--- config.mk ---
export PLATFORM = sky130hd
export DESIGN_NAME = snake_dir_ctrl
export DESIGN_NICKNAME = d
export VERILOG_FILES = /design/src/rtl/snake_dir_ctrl.sv
export SDC_FILE = /design/constraint.sdc
export NUM_CORES = 1
export LEC_CHECK = 0
export ABC_AREA = 1
export BUFFER_PORTS_ARGS = -buffer_cell sky130_fd_sc_hd__buf_2
export CORE_MARGIN = 5
export CORE_UTILIZATION = 51
export DETAILED_ROUTE_END_ITERATION = 8
export PLACE_DENSITY_LB_ADDON = 0.1
export RECOVER_POWER = 50
export SYNTH_ARGS = -nofsm -noshare
export SYNTH_HDL_FRONTEND = slang
export SYNTH_SLANG_ARGS = --single-unit
--- constraint.sdc ---
create_clock -name clk -period 4.65 [get_ports clk]
set_input_delay 0.2325 -clock clk [delete_from_list [all_inputs] [get_ports clk]]
set_output_delay 0.2325 -clock clk [all_outputs]
set_load 0.03 [all_outputs]
--- src/rtl/snake_dir_ctrl.sv ---
// snake_dir_ctrl: arbitrates button presses, filters them, queues directions and commits one per game tick
// Ports: clk, rst (sync, active-high), button_pulse[3:0] (up,down,left,right strobes), tick (game step),
//        pause_sw (level) -> dir_out[1:0], step, paused, fifo_count, drop_cnt (saturating)
// Build option: DIR_REVERSE_FILTER_EN rejects (and counts) presses opposite to the reference direction
module snake_dir_ctrl #(
    parameter int DEPTH  = 4,
    parameter int DROP_W = 8
) (
    input  logic                     clk,
    input  logic                     rst,
    input  logic [3:0]               button_pulse,
    input  logic                     tick,
    input  logic                     pause_sw,
    output logic [1:0]               dir_out,
    output logic                     step,
    output logic                     paused,
    output logic [$clog2(DEPTH):0]   fifo_count,
    output logic [DROP_W-1:0]        drop_cnt
);
    localparam int AW = $clog2(DEPTH);
    localparam int CW = AW + 1;
    typedef enum logic [1:0] {RUN, FLUSH, PAUSED} state_t;
    state_t state, state_nx;
    logic [1:0] mem [DEPTH];
    logic [AW-1:0] wr_ptr, rd_ptr, tail_ptr;
    logic [1:0] win, ref_dir;
    logic run, has, cand, opp, full, pop, push, drop_win;
    logic [2:0] losers, drop_inc;
    logic [DROP_W+2:0] drop_sum;
    always_comb begin
        run      = state == RUN;
        has      = |button_pulse;
        win      = button_pulse[0] ? 2'd0 : button_pulse[1] ? 2'd1 : button_pulse[2] ? 2'd2 : 2'd3;
        losers   = {2'b0, button_pulse[0]} + {2'b0, button_pulse[1]} + {2'b0, button_pulse[2]}
                 + {2'b0, button_pulse[3]} - {2'b0, has};
        tail_ptr = wr_ptr - AW'(1);
        ref_dir  = fifo_count != 0 ? mem[tail_ptr] : dir_out;
        full     = fifo_count == CW'(DEPTH);
        pop      = run && tick && fifo_count != 0;
        opp      = 1'b0;
`ifdef DIR_REVERSE_FILTER_EN
        opp      = win[1] == ref_dir[1] && win[0] != ref_dir[0];
`endif
        // a pop in the same cycle frees a slot, so a full FIFO can still accept
        cand     = run && has && win != ref_dir;
        push     = cand && !opp && (!full || pop);
        drop_win = cand && !push;
        drop_inc = run ? losers + {2'b0, drop_win} : 3'd0;
        drop_sum = {3'b0, drop_cnt} + (DROP_W+3)'(drop_inc);
        state_nx = run ? (pause_sw ? FLUSH : RUN) : state == FLUSH ? PAUSED : (pause_sw ? PAUSED : RUN);
    end
    always_ff @(posedge clk)
        if (push) mem[wr_ptr] <= win;
    always_ff @(posedge clk) begin
        if (rst) begin
            state      <= RUN;
            dir_out    <= 2'b11;
            step       <= 1'b0;
            paused     <= 1'b0;
            fifo_count <= '0;
            drop_cnt   <= '0;
            wr_ptr     <= '0;
            rd_ptr     <= '0;
        end else begin
            state    <= state_nx;
            paused   <= state_nx != RUN;
            step     <= run && tick;
            drop_cnt <= drop_sum > (DROP_W+3)'({DROP_W{1'b1}}) ? '1 : drop_sum[DROP_W-1:0];
            if (pop) begin
                dir_out <= mem[rd_ptr];
                rd_ptr  <= rd_ptr + AW'(1);
            end
            if (push) wr_ptr <= wr_ptr + AW'(1);
            fifo_count <= fifo_count + CW'(push) - CW'(pop);
            if (state == FLUSH) begin
                fifo_count <= '0;
                wr_ptr     <= '0;
                rd_ptr     <= '0;
            end
        end
    end
endmodule
# Word-level counts from Yosys, hierarchy flattened
# Memories as Yosys holds them, arrays and structs flattened. A register that Yosys moved wholly into a read port is not among the register bits.
# Cells that the tools add are included.
dict set report word_totals {
  regBits 19
  mem_bits_rw 8
  input_bits 8
  wordCells 49
  mem_count 1
}
# name depth width read_ports rd_ports_with_merged_regs wr line_no
set mem_list {}
lappend mem_list {mem 4 2 2 1 1 24} ;# logic [1:0] mem [DEPTH];
dict set report classes {
  add_sub_neg 11
  n_lt_le_gt_ge 1
  n_eq_ne 3
  n_mux 12
  n_reduce_logical 14
}
# cell count
set op_table {}
lappend op_table {{$mux W2} 6}
lappend op_table {{$add A3 B1 Y3} 3}
lappend op_table {{$add A8 B3 Y9} 1}
lappend op_table {{$gt A9 B8 Y1 const B} 1}
lappend op_table {{$mux W8} 1}
lappend op_table {{$logic_and A1 B1 Y1} 6}
lappend op_table {{$sub A3 B1 Y3} 2}
lappend op_table {{$add A2 B1 Y2 const B} 2}
lappend op_table {{$mux W1} 4}
lappend op_table {{$reduce_or A4 Y1} 1}
lappend op_table {{$add A2 B1 Y3} 1}
lappend op_table {{$eq A3 B3 Y1 const B} 1}
lappend op_table {{$mux W3} 1}
lappend op_table {{$reduce_bool A3 Y1} 1}
lappend op_table {{$add A1 B1 Y2} 1}
lappend op_table {{$eq A2 B1 Y1 const B} 1}
lappend op_table {{$logic_not A1 Y1} 2}
lappend op_table {{$logic_not A2 Y1} 1}
lappend op_table {{$ne A2 B2 Y1} 1}
lappend op_table {{$reduce_bool A2 Y1} 1}
lappend op_table {{$reduce_or A2 Y1} 1}
lappend op_table {{$sub A2 B1 Y2 const B} 1}
lappend op_table {{$logic_or A1 B1 Y1} 1}

# Logic depth before layout (Yosys ltp)
# Gate-level depths: netlist (run 1).
dict set report depth {
  ltp_word 13
  ltp_mapped 26
}

# Least setup slack after synthesis (run 1)
# Ideal clock, no wire load.
dict set report synth_path {
  path_type {register to register}
  startpoint {register wr_ptr[0]}
  endpoint {register drop_cnt[0]}
  arrival_ns 3.873
  required_ns 4.585
  setup_slack_ns 0.711
  stages_incl_launch_ff 25
  cell_sequence {dfxtp_1 -> inv_2 -> ha_1 -> inv_1 -> nand3_1 -> nand2_1 -> nand2_1 -> nand3_2 -> nand2_1 -> nand2_2 -> nand3b_1 -> fa_1 -> fa_1 -> inv_1 -> fa_1 -> nand2_1 -> fa_1 -> or2_1 -> nand2_1 -> nand3_1 -> nor2_1 -> nand2_1 -> inv_1 -> nor2_1 -> nor2_1}
}
dict set report synth_between {
  elab_chain_cells 13
}
# item line_no
set synth_rtl {}
lappend synth_rtl {{start: declaration} 25} ;# logic [AW-1:0] wr_ptr, rd_ptr, tail_ptr;
lappend synth_rtl {{start signal: assignment} 73} ;# if (push) wr_ptr <= wr_ptr + AW'(1);
lappend synth_rtl {{$sub A2 B1 Y2 (*)} 36} ;# tail_ptr = wr_ptr - AW'(1);
lappend synth_rtl {{net tail_ptr[0]} 25}
lappend synth_rtl {{$mem_v2 Z4 W2 (*)} --}
lappend synth_rtl {{$mux W2 (*)} 37} ;# ref_dir = fifo_count != 0 ? mem[tail_ptr] : dir_out;
lappend synth_rtl {{$ne A2 B2 Y1 (*)} 45} ;# cand = run && has && win != ref_dir;
lappend synth_rtl {{$logic_and A1 B1 Y1 (*)} 45}
lappend synth_rtl {{$logic_and A1 B1 Y1} 46} ;# push = cand && !opp && (!full || pop);
lappend synth_rtl {{$logic_not A1 Y1} 47} ;# drop_win = cand && !push;
lappend synth_rtl {{$logic_and A1 B1 Y1 (*)} 47}
lappend synth_rtl {{$add A3 B1 Y3 (*)} 48} ;# drop_inc = run ? losers + {2'b0, drop_win} : 3'd0;
lappend synth_rtl {{$mux W3 (*)} 48}
lappend synth_rtl {{$add A8 B3 Y9 (*)} 49} ;# drop_sum = {3'b0, drop_cnt} + (DROP_W+3)'(drop_inc);
lappend synth_rtl {{$gt A9 B8 Y1} 68} ;# drop_cnt <= drop_sum > (DROP_W+3)'({DROP_W{1'b1}}) ? '1 : drop_sum[DROP_W-1:0];
lappend synth_rtl {{$mux W8 (*)} 68}
lappend synth_rtl {{end signal: assignment} 68}
lappend synth_rtl {{end: declaration} 18} ;# output logic [DROP_W-1:0] drop_cnt
# Mark *: on every way through the listed nets, which the timed path passes. The rest lies on a longest branch.
# A chain may end at the register's enable or synchronous reset.

# Worst setup path in the final report (run 1)
# Same ends and word-level chain as after synthesis.

==> metrics.md, run 1 <==
| Metric | Value |
|---|---|
| Syn nets | 233 |
| CP delay by family, top | adder cells |
| Number of max-cap violations | 0 |
| First-pass GRT wire length | 6.044 mm |
| Fin Setup TNS | 0 ns |
| Worst Hold Slack | 0.1729 ns |
| Clock share of power | 14.0% |
| Final hold violation count | 0 |
| Die area | 4468 um2 |
| Via count | 1355 |
| Worst-margin pin slew | 0.5887 ns |
| CP Data Arrival Time | 4.51 ns |
| Largest net degree at the start of global routing | 13 |
| # clock sinks | 29 |
| Largest family of logic cells by synthesized area | simple AND/OR/NAND/NOR gates |
| Setup violators final | 0 |
| Final-layout fill cell count | 319 |
| Status | finished, final reports clean |
| Post-DP HPWL | 2.677 mm |
| Xor/xnor cell area share of the yosys netlist | 2.658% |
| Synth top cells by count | inv_1 (45), nand2_1 (36), nor2_1 (22) |
| Critical path type | reg -> reg |
| Vias per cell | 4.805 |
| CP Cell Sequence | inv_2 -> ha_1 -> inv_1 -> nand3_1 -> nand2_1 -> nand2_1 -> nand3_2 -> nand2_1 -> nand2_2 -> nand3b_1 -> fa_1 -> fa_1 -> inv_1 -> fa_1 -> nand2_1 -> fa_1 -> or2_1 -> nand2_1 -> nand3_1 -> nor2_1 -> nand2_1 -> inv_1 -> nor2_1 -> nor2_1 |
| Remaining DRCs | 0 |
| Multiplexer area fraction after synthesis | 0% |
| Switching part of the total | 46.42% |
| Share of flip-flops with an asynchronous set or reset | 0% |
| Crit. End Element | flip-flop |
| Most used cell, CP | nand2_1 |
| Post-synth EDFFs | 8 |
| R2R depth | 24 |
| GP Congestion | 0.8696 |
| Die Ht | 66.84 um |
| Initial cell density of the core | 53.54% |
| Initial antenna violation count | 0 |
| I/O Buffers | 22 |
| Final Skew | 0.006964 ns |
| Max-slew violation count | 0 |
| Drt first-iter violations | 147 |
| Sequential power share | 37.1% |
| Worst R2R End | drop_cnt[0] |
| CTS Buf Count | 5 |
| Worst Hold Class | in -> reg |
| Routed len/inst | 12.16 um |
| CP startpoint kind | flip-flop |
| Layout Cells excl Fill | 282 |
| Hold endpoint | step |
| Total wire length | 3.430 mm |
| Pwr dens | 557.5 nW/um2 |
| RSZ-0062 raised after global routing | false |
| Worst hold path depth | 3 |
| Row Count | 20 |
| HP Start | tick |
| Buf/Inv on CP | 4 |
| Cells after synthesis | 210 |
| CP max stage cell | fa_1 |
| Layout Nets | 260 |
| Area contributors post-synth | dfxtp_1 (26%), edfxtp_1 (15%), inv_1 (10%) |
| Global route overflow | 0 |
| Max incr delay on CP | 0.50 ns |
| Synth warnings | 0 |
| ANT cells | 0 |
| Worst r2r src | wr_ptr[0] |
| Post-cts sizing count | 0 |
| Mapped Area | 1648 um2 |
| Reg area | 661.9 um2 |
| Synth top area share | 25.51% |
| Seq/Total Area, Yosys | 40.09% |
| Synthesized area per cell | 7.847 um2 |
| Vias in the first global route | 1327 |
| Fmax achieved | 236.3 MHz |
| Complex-gate fraction of the synthesized area | 9.491% |
| #FFs+latches synth | 29 |
| Switch Pwr | 474.7 uW |
| Core ar. | 3078 um2 |
| Final Power | 1.023 mW |
| Postcts setup bufs | 0 |
| Final period utilization | 91.02% |
| TritonCTS clock tree | done |
| Layout cells sized above 1 | 9.244% |
| # hold bufs at CTS | 0 |
| Leak pwr | 0.8991 nW |
| Area Growth Syn to Fin | 11.31% |
| Worst skew pair latency | 0.33 ns |
| CTS Root Cell | clkbuf_4 |
| Leading area contributor after synthesis | dfxtp_1 |
| Flop2flop setup slack | 0.42 ns |
| Post-Synth Simple-Gate Area | 22.48% |
| Max FO, Critical Path | 8 |
| Internal power component | 547.9 uW |
| Multi-input logic area | 793.3 um2 |
| CTS clk-pin slew, worst paths | 0.09 ns |
| First-pass DRT Iterations | 4 |
| Die Width | 66.84 um |
| Maximum VDD drop | 0.2986 mV |
| Aggregate global-route resource usage | 18.52% |
| Worst slew margin | 60.61% |
| CTS Buffer Depth | 2 |
| Synth unique cells | 27 |
| Post-DRT Antenna Nets | 0 |
| Min cycle time layout | 4.232 ns |
| Cell count after placement | 274 |
| I/O pin count | 23 |
| Adder-cell share of the synthesized area | 13.67% |
| Dominant synthesized flop cell | dfxtp_1 |
| Combinational share of power | 48.9% |
| H-tree depth | 2 |
| Most common cell in the netlist | inv_1 |
| Req. time, crit path | 4.92 ns |
[worst register-to-register path, cell delays in order, from the launching register on]
cell      delay, ns
dfxtp_2        0.42
inv_2          0.10
ha_1           0.35
inv_1          0.09
nand3_1        0.11
nand2_1        0.08
nand2_1        0.06
nand3_2        0.05
nand2_1        0.06
nand2_2        0.11
nand3b_1       0.10
fa_1           0.50
fa_1           0.16
inv_1          0.05
fa_1           0.47
nand2_1        0.08
fa_1           0.43
or2_1          0.25
nand2_1        0.08
nand3_1        0.13
nor2_1         0.12
nand2_1        0.12
inv_1          0.12
nor2_1         0.05
nor2_1         0.07
[final cells by class]
| cell class | count | share of cell area, % |
|---|---|---|
| multi-input combinational | 130 | 43.25 |
| sequential | 29 | 36.08 |
| inverter | 49 | 10.03 |
| timing repair buffer | 22 | 4.911 |
| tap | 44 | 3.001 |
| clock buffer | 5 | 2.046 |
| clock inverter | 3 | 0.6821 |
[cell usage in the layout (no fill, tap or decap), drive strengths merged]
| master | count |
|---|---|
| a211oi | 2 |
| a21oi | 10 |
| a31oi | 4 |
| buf | 6 |
| clkbuf | 21 |
| clkinv | 3 |
| dfxtp | 21 |
| edfxtp | 8 |
| fa | 5 |
| ha | 10 |
| inv | 49 |
| nand2 | 39 |
| nand3 | 15 |
| nand3b | 1 |
| nand4 | 1 |
| nor2 | 23 |
| nor3 | 3 |
| o211ai | 2 |
| o21ai | 9 |
| or2 | 1 |
| xnor2 | 2 |
| xor2 | 3 |
[stage by stage]
step / cell area [um2] / utilization (%) / setup slack, ns
2_1_floorplan: 1648 / - / 0.7115
3_3_place_gp: 1805 / 58.66 / 0.4982
3_5_place_dp: 1805 / 58.66 / 0.3190
4_1_cts: 1856 / 60.28 / 0.2776
5_1_grt: 1834 / 59.59 / 0.04773
6_report: 1834 / 59.59 / 0.4177
[sequential cells by signal (all words and copies together) (netlist names)]
signal      flops
drop_cnt        8
mem             8
fifo_count      3
dir_out         2
rd_ptr          2
state           2
wr_ptr          2
paused          1
step            1
[how the worst max path moves through the flow]
stage	depth (start not counted)	start	endpoint
2_1_floorplan	24	wr_ptr[0]	drop_cnt[0]
3_3_place_gp	24	wr_ptr[0]	drop_cnt[0]
3_5_place_dp	23	wr_ptr[0]	drop_cnt[7]
4_1_cts	23	wr_ptr[0]	drop_cnt[7]
5_1_grt	24	wr_ptr[0]	drop_cnt[0]
6_report	24	wr_ptr[0]	drop_cnt[0]
[kinds of logic (layout without fill, tap and decap cells)]
group	after synthesis	count (layout)
flip-flops	29	29
adder cells (fa/ha/maj)	15	15
AO/OA/AOI/OAI	27	27
XOR/XNOR	5	5
AND/OR/NAND/NOR	83	83
buffers and inverters	51	79
[metal layers]
layer  share of wire, %  wire length (um)  vias to the layer above  global-route usage (%)
li1                   -                 -                      710                       -
met2                 44              1526                       31                   27.72
met1                 47              1628                      605                   24.19
met5                  0                 0                        -                       0
met4                2.7                91                        0                   10.66
met3                5.4               184                        9                   4.384
[power groups by stage]
stage | clock [mW] | combinational (mW) | sequential, mW
after floorplan | 0 | 0.335 | 0.434
after global placement | 0 | 0.494 | 0.380
after detailed placement | 0 | 0.507 | 0.383
after CTS | 0.148 | 0.512 | 0.379
after global routing | 0.163 | 0.579 | 0.391
final | 0.143 | 0.500 | 0.380
No activity file was read; power rests on OpenSTA's default activity.
==> run 2, diff against run 1 <==
--- a/config.mk
+++ b/config.mk
@@ -5,7 +5,7 @@
 export SDC_FILE = /design/constraint.sdc
 export NUM_CORES = 1
 export LEC_CHECK = 0
-export ABC_AREA = 1
+export ABC_AREA = 0
 export BUFFER_PORTS_ARGS = -buffer_cell sky130_fd_sc_hd__buf_2
 export CORE_MARGIN = 5
 export CORE_UTILIZATION = 51
==> metrics.md, run 2 <==
| Metric | Value |
|---|---|
| Status | finished, final reports clean |
| Initial antenna violation count | 0 (unchanged) |
| Commonest non-fill, non-tap cell in the layout | dfxtp_1 |
| Clock share of power | 14.2% (+0.2 points) |
| # hold bufs at CTS | 0 (unchanged) |
| First-pass GRT wire length | 5.699 mm (-5.7%) |
| Most common cell in the netlist | dfxtp_1 |
| Synth top area share | 25.71% (+0.20 points) |
| Drt first-iter violations | 44 (-70%) |
| Most used cell, CP | fa_1 |
| CP Data Arrival Time | 4.66 ns (+0.15 ns) |
| Fmax achieved | 227.6 MHz (-3.7%) |
| Final hold violation count | 0 (unchanged) |
| Pwr dens | 556.0 nW/um2 (-0.26%) |
| Maximum VDD drop | 0.2368 mV (-21%) |
| Design area | 1831 um2 (-0.20%) |
| Worst Hold Class | in -> reg |
| Switching part of the total | 41.83% (-4.6 points) |
| Cells after synthesis | 157 (-25%) |
| Max FO, Critical Path | 6 (-2) |
| CP Cell Sequence | inv_1 -> ha_1 -> mux4_2 -> mux2i_2 -> xnor2_1 -> o2111ai_1 -> fa_1 -> fa_1 -> inv_1 -> fa_1 -> nand2_1 -> fa_1 -> nor2b_1 -> o2111a_1 -> nand3_1 -> a21oi_1 |
| Internal power component | 592.1 uW (+8.1%) |
| H-tree depth | 2 (unchanged) |
| CTS Buf Count | 5 (unchanged) |
| Req. time, crit path | 4.91 ns (about the same) |
| Largest family of logic cells by synthesized area | simple AND/OR/NAND/NOR gates |
| #FFs+latches synth | 29 (unchanged) |
| Max incr delay on CP | 0.55 ns (+0.05 ns) |
| Min cycle time layout | 4.394 ns (+0.1620 ns) |
| Total wire length | 3.214 mm (-6.3%) |
| Mapped Area | 1635 um2 (-0.76%) |
| DP Area | 1797 um2 (-0.49%) |
| Synthesized area per cell | 10.42 um2 (+33%) |
| First-pass DRT Iterations | 4 (unchanged) |
| Post-Synth Simple-Gate Area | 15.07% (-7.4 points) |
| Synth unique cells | 39 (+44%) |
| Final-layout fill cell count | 313 (-1.9%) |
| ANT cells | 0 (unchanged) |
| Worst Hold Slack | 0.1490 ns (-0.02389 ns) |
| Synth warnings | 0 (unchanged) |
| Layout Nets | 207 (-20%) |
| Switch Pwr | 425.7 uW (-10%) |
| GP Congestion | 0.8148 (-6.3%) |
| Setup violators final | 0 (unchanged) |
| TritonCTS clock tree | done |
| Multiplexer area fraction after synthesis | 9.181% (+9.2 points) |
| Sequential power share | 37.0% (about the same) |
| Most frequent cells in the layout | dfxtp_1 (21), inv_1 (19), nor2_1 (18), clkbuf_1 (15) |
| Die Ht | 66.63 um (-0.32%) |
| Die area | 4439 um2 (-0.64%) |
| Xor/xnor cell area share of the yosys netlist | 6.886% (+4.2 points) |
| Row Count | 20 (unchanged) |
| RSZ-0062 raised after global routing | false |
| Worst skew pair latency | 0.33 ns (about the same) |
| Leak pwr | 0.7489 nW (-17%) |
| Initial cell density of the core | 53.57% (about the same) |
| Post-synth EDFFs | 8 (unchanged) |
| Postcts setup bufs | 0 (unchanged) |
| Syn nets | 180 (-23%) |
| Adder-cell share of the synthesized area | 13.77% (+0.10 points) |
| Routed len/inst | 14.03 um (+15%) |
| Combinational share of power | 48.9% (about the same) |
| Seq/Total Area, Yosys | 40.40% (+0.31 points) |
| CTS Buffer Depth | 2 (unchanged) |
| CTS clk-pin slew, worst paths | 0.09 ns (about the same) |
| Number of max-cap violations | 0 (unchanged) |
| Largest net degree at the start of global routing | 16 (+3) |
| Via count | 1176 (-13%) |
| Vias per cell | 5.135 (+6.9%) |
| Regs by FF count | drop_cnt (8), mem (8), fifo_count (3) |
| CP max stage cell | fa_1 |
| Global route overflow | 0 (unchanged) |
| Aggregate global-route resource usage | 17.14% (-1.4 points) |
| Post-DRT Antenna Nets | 0 (unchanged) |
| Complex-gate fraction of the synthesized area | 9.640% (+0.15 points) |
| Leading area contributor after synthesis | dfxtp_1 |
| I/O pin count | 23 (unchanged) |
| Synth top cells by count | dfxtp_1 (21), inv_1 (19), nor2_1 (18) |
| Remaining DRCs | 0 (unchanged) |
| Fin util | 59.96% (+0.37 points) |
| Final Skew | 0.01441 ns (+0.007445 ns) |
| CP startpoint kind | flip-flop |
| Fin Setup TNS | 0 ns (unchanged) |
| Core ar. | 3053 um2 (-0.81%) |
| # clock sinks | 29 (unchanged) |
| Layout cells sized above 1 | 15.14% (+5.9 points) |
| Final Power | 1.018 mW (-0.47%) |
| Die Width | 66.63 um (-0.32%) |
| I/O Buffers | 22 (unchanged) |
| Post-DP HPWL | 2.506 mm (-6.4%) |
| Vias in the first global route | 1238 (-6.7%) |
| Crit. End Element | flip-flop |
| Share of flip-flops with an asynchronous set or reset | 0% (unchanged) |
| Max-slew violation count | 0 (unchanged) |
| Critical path type | reg -> reg |
| Worst-margin pin slew | 0.6516 ns (+0.06290 ns) |
| Dominant synthesized flop cell | dfxtp_1 |
| Final period utilization | 94.50% (+3.5 points) |
| CTS Root Cell | clkbuf_4 |
| Worst slew margin | 56.56% (-4.0 points) |
| Area contributors post-synth | dfxtp_1 (26%), edfxtp_1 (15%), ha_1 (7.7%) |
| Area Growth Syn to Fin | 11.94% |
run 2: cell count changes in the layout (fill, tap and decap cells not counted), moves of 4 or more:
cell,change
and2_1,+5
inv_1,-27
xnor2_1,+4
nor2_1,-5
mux4_2,+4
nand2_1,-28
o21ai_0,-5
nand3_1,-12
run 2: metrics by stage:
stage | instances | worst slack, ns
2_1_floorplan | 157 | 0.4630
3_3_place_gp | 221 | 0.3692
3_5_place_dp | 221 | 0.2502
4_1_cts | 229 | 0.2246
5_1_grt | 229 | 0.001084
6_report | 229 | 0.2557
run 2: path summary, 6_finish.rpt:
path                      end  slack (ns)         from  cells past startpoint
setup / recovery  drop_cnt[3]        0.26    wr_ptr[1]                     16
hold / removal         paused        0.15     pause_sw                      3
hold reg to reg   drop_cnt[6]        0.53  drop_cnt[6]                      2
setup reg to reg  drop_cnt[3]        0.26    wr_ptr[1]                     16
run 2: metal layers:
| layer | routed length, um | up-vias | GRT usage (%) | share of wire [%] |
|---|---|---|---|---|
| li1 | - | 588 | - | - |
| met4 | 49 | 0 | 5.330 | 1.5 |
| met1 | 1476 | 558 | 21.19 | 46 |
| met5 | 0 | - | 0 | 0 |
| met3 | 177 | 6 | 5.734 | 5.5 |
| met2 | 1511 | 24 | 28.09 | 47 |
run 2: worst max-delay path: cells and delay by family (launching register included):
family          cells  cell delay (ns)
fa+ha+maj           5             1.96
compound gates      3             0.61
mux                 2             0.55
simple gates        3             0.46
flops               1             0.39
xor+xnor            1             0.21
buf+inv             2             0.13
run 2: kinds of logic (layout without fill, tap and decap cells):
| logic type | count (synthesis) | after routing |
|---|---|---|
| AO/OA/AOI/OAI | 24 | 24 |
| flip-flops | 29 | 29 |
| adder cells (fa/ha/maj) | 15 | 15 |
| XOR/XNOR | 12 | 12 |
| AND/OR/NAND/NOR | 47 | 47 |
| multiplexers | 8 | 8 |
| buffers and inverters | 22 | 50 |
run 2: repair_timing:
| item | 4_1_cts | 5_1_grt |
|---|---|---|
| gates resized for setup | 0 | 1 |
| endpoints found under the setup margin | 0 | 2 |
| hold endpoints to repair | 0 | 0 |
run 2: power groups by stage:
stage	clock network [mW]	registers [mW]	logic, mW
floorplan	0	0.435	0.333
global placement	0	0.380	0.491
detailed placement	0	0.383	0.501
CTS	0.151	0.377	0.507
global route	0.165	0.386	0.555
finish	0.144	0.376	0.497
run 2: cell type report:
cell class | count | area, um2 | share of cell area (%)
Clock buffer | 7 | 45.04 | 2.461
Clock inverter | 1 | 5.005 | 0.2734
Inverter | 19 | 71.32 | 3.896
Multi-Input combinational cell | 106 | 892.1 | 48.74
Sequential cell | 29 | 660.6 | 36.09
Tap cell | 44 | 55.05 | 3.008
Timing Repair Buffer | 23 | 101.3 | 5.537
